File: config.mk
export PLATFORM = sky130hd
export DESIGN_NAME = apb4_multi_master
export DESIGN_NICKNAME = d
export VERILOG_FILES = /design/src/rtl/apb_pkg.sv /design/src/rtl/apb_addr_decoder.sv /design/src/rtl/apb4_multi_master.sv
export SDC_FILE = /design/constraint.sdc
export NUM_CORES = 1
export LEC_CHECK = 0
export ABC_AREA = 0
export BUFFER_PORTS_ARGS = -buffer_cell sky130_fd_sc_hd__buf_2
export CAP_MARGIN = 10
export CORE_AREA = 4 4 123 125
export CTS_CLUSTER_DIAMETER = 40
export DETAILED_ROUTE_END_ITERATION = 6
export DIE_AREA = 0 0 127 129
export PLACE_DENSITY_LB_ADDON = 0.05
export REMOVE_ABC_BUFFERS = 1
export SLEW_MARGIN = 20
export SYNTH_ARGS = -nofsm -noshare
export SYNTH_HDL_FRONTEND = slang
export SYNTH_HIERARCHICAL = 1
export SYNTH_SLANG_ARGS = --single-unit
File: constraint.sdc
create_clock -name pclock -period 2.4 [get_ports pclock]
set_input_delay 0.36 -clock pclock [delete_from_list [all_inputs] [get_ports pclock]]
set_output_delay 0.36 -clock pclock [all_outputs]
set_load 0.03 [all_outputs]
File: src/rtl/apb_pkg.sv
// apb_pkg: shared FSM encoding, PPROT bit positions and clog2 helper for the APB4 master.
package apb_pkg;
  typedef enum logic [1:0] {IDLE = 2'd0, SETUP = 2'd1, ACCESS = 2'd2, DERR = 2'd3} state_t;
  localparam int PPROT_PRIV  = 0;
  localparam int PPROT_NSEC  = 1;
  localparam int PPROT_INSTR = 2;
  function automatic int clog2(input int v);
    int r;
    r = 0;
    while ((1 << r) < v) r++;
    return r;
  endfunction
endpackage

File: src/rtl/apb_addr_decoder.sv
// apb_addr_decoder: maps the slave index field of an address to a one-hot select.
module apb_addr_decoder
  import apb_pkg::*;
#(
  parameter int ADDR_WIDTH = 32,
  parameter int NUM_SLV    = 4,
  parameter int SEL_LSB    = 12
) (
  input  logic [ADDR_WIDTH-1:0] addr,
  output logic [NUM_SLV-1:0]    sel,
  output logic                  decode_err
);
  localparam int SEL_W = clog2(NUM_SLV) > 1 ? clog2(NUM_SLV) : 1;
  logic [SEL_W-1:0] idx;
  logic unused_addr;
  assign idx = addr[SEL_LSB +: SEL_W];
  assign unused_addr = ^addr;
  always_comb begin
    sel = '0;
    for (int i = 0; i < NUM_SLV; i++) sel[i] = idx == SEL_W'(i);
  end
  // an index past the last slave selects nothing
  assign decode_err = ~|sel;
endmodule

File: src/rtl/apb4_multi_master.sv
// apb4_multi_master: valid/ready request port to APB4 with integrated slave decode.
// Define APB4_MULTI_MASTER_TIMEOUT_EN to abort ACCESS phases after TIMEOUT_CYC wait cycles.
module apb4_multi_master
  import apb_pkg::*;
#(
  parameter int ADDR_WIDTH  = 32,
  parameter int DATA_WIDTH  = 32,
  parameter int NUM_SLV     = 4,
  parameter int SEL_LSB     = 12,
  parameter int TIMEOUT_CYC = 256
) (
  input  logic                          pclock,
  input  logic                          presetn,
  input  logic                          req_valid,
  output logic                          req_ready,
  input  logic                          req_write,
  input  logic [ADDR_WIDTH-1:0]         req_addr,
  input  logic [DATA_WIDTH-1:0]         req_wdata,
  input  logic [DATA_WIDTH/8-1:0]       req_strb,
  input  logic [2:0]                    req_prot,
  output logic                          rsp_valid,
  output logic [DATA_WIDTH-1:0]         rsp_rdata,
  output logic                          rsp_err,
  output logic [NUM_SLV-1:0]            psel,
  output logic                          penable,
  output logic                          pwrite,
  output logic [ADDR_WIDTH-1:0]         paddr,
  output logic [DATA_WIDTH-1:0]         pwdata,
  output logic [DATA_WIDTH/8-1:0]       pstrb,
  output logic [2:0]                    pprot,
  input  logic [NUM_SLV*DATA_WIDTH-1:0] prdata,
  input  logic [NUM_SLV-1:0]            pready,
  input  logic [NUM_SLV-1:0]            pslverr
);
  state_t state, state_n;
  logic [NUM_SLV-1:0] dsel;
  logic [DATA_WIDTH-1:0] sel_rdata;
  logic derr, done, sel_err, accept, load, timeout;
  apb_addr_decoder #(.ADDR_WIDTH(ADDR_WIDTH), .NUM_SLV(NUM_SLV), .SEL_LSB(SEL_LSB)) u_dec (
    .addr(req_addr),
    .sel(dsel),
    .decode_err(derr)
  );
  // psel is one-hot, so it doubles as the response mux select
  always_comb begin
    sel_rdata = '0;
    for (int i = 0; i < NUM_SLV; i++) sel_rdata |= psel[i] ? prdata[i*DATA_WIDTH +: DATA_WIDTH] : '0;
  end
  assign done      = state == ACCESS && |(pready & psel);
  assign sel_err   = |(pslverr & psel);
  assign req_ready = state == IDLE || done;
  assign accept    = req_valid && req_ready;
  assign load      = accept && !derr;
`ifdef APB4_MULTI_MASTER_TIMEOUT_EN
  localparam int TW0 = clog2(TIMEOUT_CYC + 1);
  localparam int TW  = TW0 < 8 ? 8 : TW0 > 16 ? 16 : TW0;
  logic [TW-1:0] to_cnt;
  always_ff @(posedge pclock or negedge presetn) begin
    if (!presetn) to_cnt <= '0;
    else if (state == SETUP) to_cnt <= '0;
    else if (state == ACCESS && !done) to_cnt <= to_cnt + 1'b1;
  end
  assign timeout = state == ACCESS && !done && to_cnt == TW'(TIMEOUT_CYC - 1);
`else
  localparam int unused_timeout = TIMEOUT_CYC;
  assign timeout = 1'b0;
`endif
  always_comb begin
    state_n = accept ? (derr ? DERR : SETUP) :
              state == SETUP ? ACCESS :
              state == ACCESS && !done && !timeout ? ACCESS : IDLE;
  end
  always_ff @(posedge pclock or negedge presetn) begin
    if (!presetn) state <= IDLE;
    else state <= state_n;
  end
  always_ff @(posedge pclock or negedge presetn) begin
    if (!presetn) begin
      rsp_valid <= 1'b0;
      rsp_err   <= 1'b0;
      rsp_rdata <= '0;
      psel      <= '0;
      penable   <= 1'b0;
      pwrite    <= 1'b0;
      paddr     <= '0;
      pwdata    <= '0;
      pstrb     <= '0;
      pprot     <= '0;
    end else begin
      rsp_valid <= done || timeout || state == DERR;
      rsp_err   <= done ? sel_err : (timeout || state == DERR);
      rsp_rdata <= done && !pwrite && !sel_err ? sel_rdata : '0;
      if (load) begin
        psel               <= dsel;
        penable            <= 1'b0;
        pwrite             <= req_write;
        paddr              <= req_addr;
        pwdata             <= req_write ? req_wdata : '0;
        pstrb              <= req_write ? req_strb : '0;
        pprot[PPROT_PRIV]  <= req_prot[PPROT_PRIV];
        pprot[PPROT_NSEC]  <= req_prot[PPROT_NSEC];
        pprot[PPROT_INSTR] <= req_prot[PPROT_INSTR];
      end else if (state_n == ACCESS) begin
        penable <= 1'b1;
      end else begin
        psel    <= '0;
        penable <= 1'b0;
      end
    end
  end
endmodule

==> reports/summary.txt <==
CP Class = reg2out
Leakage power = 3.89 nW
Vias per cell = 4.97
Switching Share = 41.9%
Hold Vio Cnt, Final = 0
CP Max Fanout = 8
Max cap viols = 0
Fraction of layout instances using a drive strength above 1 = 53.1%
CP Capture Type = output port
Detailed Place HPWL = 12800 um
Final net count = 959
Die Y = 129 um
Maximum achievable frequency = 467 MHz
Clk_skew = 0.00729 ns
Hold Path Class = in2reg
Maximum vdd drop = 0.474 mV
Post-CTS setup buffers = 0
Port Buffer Count = 322
Arrival time worst endpoint = 1.78 ns
Area Overhead vs Synth = 43.1%
CTS clock-pin slew for the worst setup and hold paths = 0.06 ns
Clock power share = 24.4%
First-pass detailed-route iteration total = 4
Largest net degree at the start of global routing = 63
Vias in the first global route = 4768
Most frequent cell after synthesis = dfrtp_1
Post-DP Area = 6960 um^2
Status = finished clean
Asr flop ratio synth = 100%
Effective utilization at floorplan = 38.0%
Final setup viols = 0
First-pass GRT wire length = 25800 um
Comb power frac = 45.2%
Std cell rows = 43
Minimum clock period = 2.14 ns
WP data required = 2.04 ns
Post-synth EDFFs = 0
Yosys warnings = 6
Design Power = 0.00977 W
Largest cells by area after synthesis = dfrtp_1, mux2_4, mux2i_1
RePlAce Congestion = 0.870
Biggest area consumer among synthesized cells = dfrtp_1
Clk root buf = clkbuf_16
CTS sink count = 113
FF+latch count, synth = 113
CTS tree = built
Final Cell Area = 7540 um^2
Slew of the pin with the lowest slew margin = 0.700 ns
Antenna violations before repair = 2
CTS Hold Bufs = 1
Mean Syn Cell Area = 12.1 um^2
Resize count post-CTS = 0
CTS buffer count = 17
Switch Pwr = 0.00409 W
Top cell type's share of synthesized area = 53.7%
# DRC = 0
Mapped cell area = 5270 um^2
FILL cells = 1273
Core Region = 13900 um^2
Ys flop type = dfrtp_1
Count of cell types in the netlist = 35
Final critical-path share of the clock period = 89.3%
Vias = 4689
Antenna Violating Nets Remaining = 0
Relative slew slack = 53.4%
Reg-to-reg slack, setup = 0.42 ns
GRT overflow = 0
Share of power burned in registers = 30.4%
Post-Synthesis Cells = 435
WHS = 0.185 ns
Critical Path Source Type = register
Post-Route WL = 16900 um
RSZ-0062 raised after global routing = false
Die width = 127 um
Post-synthesis sequential area ratio = 53.7%
Slew Limit Fails = 0
All-layer global routing usage = 20.3%
H-tree Lvls = 4
CTS Buffer Depth = 2
Die area = 16400 um^2
Cell-internal power = 0.00567 W
Clk_lat worst skew = 0.40 ns
PwrDens = 1300 nW/um^2
Wire length per cell = 17.9 um
Ports = 323
Commonest cells in the netlist = dfrtp_1, inv_1, mux2i_1, nand2_1, mux2_4
Number of DRC markers in iteration 0 = 261
## cells by family after synthesis
group | share of synthesized area, %
mux | 17.0
simple gates | 8.05
buf+inv | 7.62
flops | 53.7
other cells | 0.0712
compound gates | 13.7
## stage by stage
step | utilization [%] | worst slack (ns) | setup TNS (ns) | std cells
2_1_floorplan | - | -5.74 | -401.63 | 396
3_3_place_gp | 50.2 | 0.472 | 0 | 908
3_5_place_dp | 50.2 | 0.433 | 0 | 908
4_1_cts | 54.3 | 0.255 | 0 | 941
5_1_grt | 54.3 | 0.189 | 0 | 943
6_report | 54.3 | 0.257 | 0 | 943
## state kept, by name, summed over array words and instances (netlist names)
signal	flops
rsp_err	1
pprot	3
pwrite	1
rsp_valid	1
penable	1
pstrb	4
rsp_rdata	32
psel	4
paddr	32
state	2
pwdata	32
## metal layers
metal  up-vias  track usage, %  share of wire, %
met5         -               0                 0
met4         0            8.20               1.7
met3        21            4.73               7.2
met2       237            34.2                51
met1      2232            25.4                40
li1       2199               -                 -
## worst paths after layout
path / startpoint / end / cells after the start
worst min register to register: paddr[11] / paddr[11] / 1
worst max-delay path: psel[2] / req_ready / 4
worst max register to register: state[0] / paddr[17] / 4
worst min-delay path: req_addr[5] / paddr[5] / 2
max in group asynchronous: presetn / pwdata[21] / 3
min in group asynchronous: presetn / paddr[30] / 2
## area by class of cell
type,count,area (um^2),area share [%]
antenna,2,5.00,0.0664
tap,180,225,2.99
inverter,37,139,1.84
sequential,113,2830,37.5
timing repair buffer,333,1720,22.9
clock inverter,12,109,1.44
clock buffer,20,457,6.06
multi-input combinational,246,2060,27.3
## cells in the final DEF, fill, tap and decap left out, types with 9 or more instances in the layout
| cell | n |
|---|---|
| buf_4 | 9 |
| dfrtp_1 | 113 |
| inv_1 | 37 |
| mux2i_1 | 36 |
| nor3_1 | 32 |
| nand2_1 | 36 |
| a22o_1 | 32 |
| buf_2 | 321 |
| mux2_4 | 34 |
| a221oi_1 | 32 |
| clkbuf_16 | 17 |
## critical path, cell delays in order (launching register included)
cell and delay [ns]:
dfrtp_1 0.41, a22oi_2 0.45, and2_1 0.22, a21oi_1 0.09
buf_2 0.21
## power by group through the flow
stage / Clock (W) / Sequential (W) / Combinational, W
floorplan: 0 / 0.00441 / 0.00170
global placement: 0 / 0.00299 / 0.00439
detailed placement: 0 / 0.00300 / 0.00446
CTS: 0.00243 / 0.00298 / 0.00447
global route: 0.00253 / 0.00307 / 0.00472
finish: 0.00238 / 0.00297 / 0.00442
(Power assumes the default switching activity.)
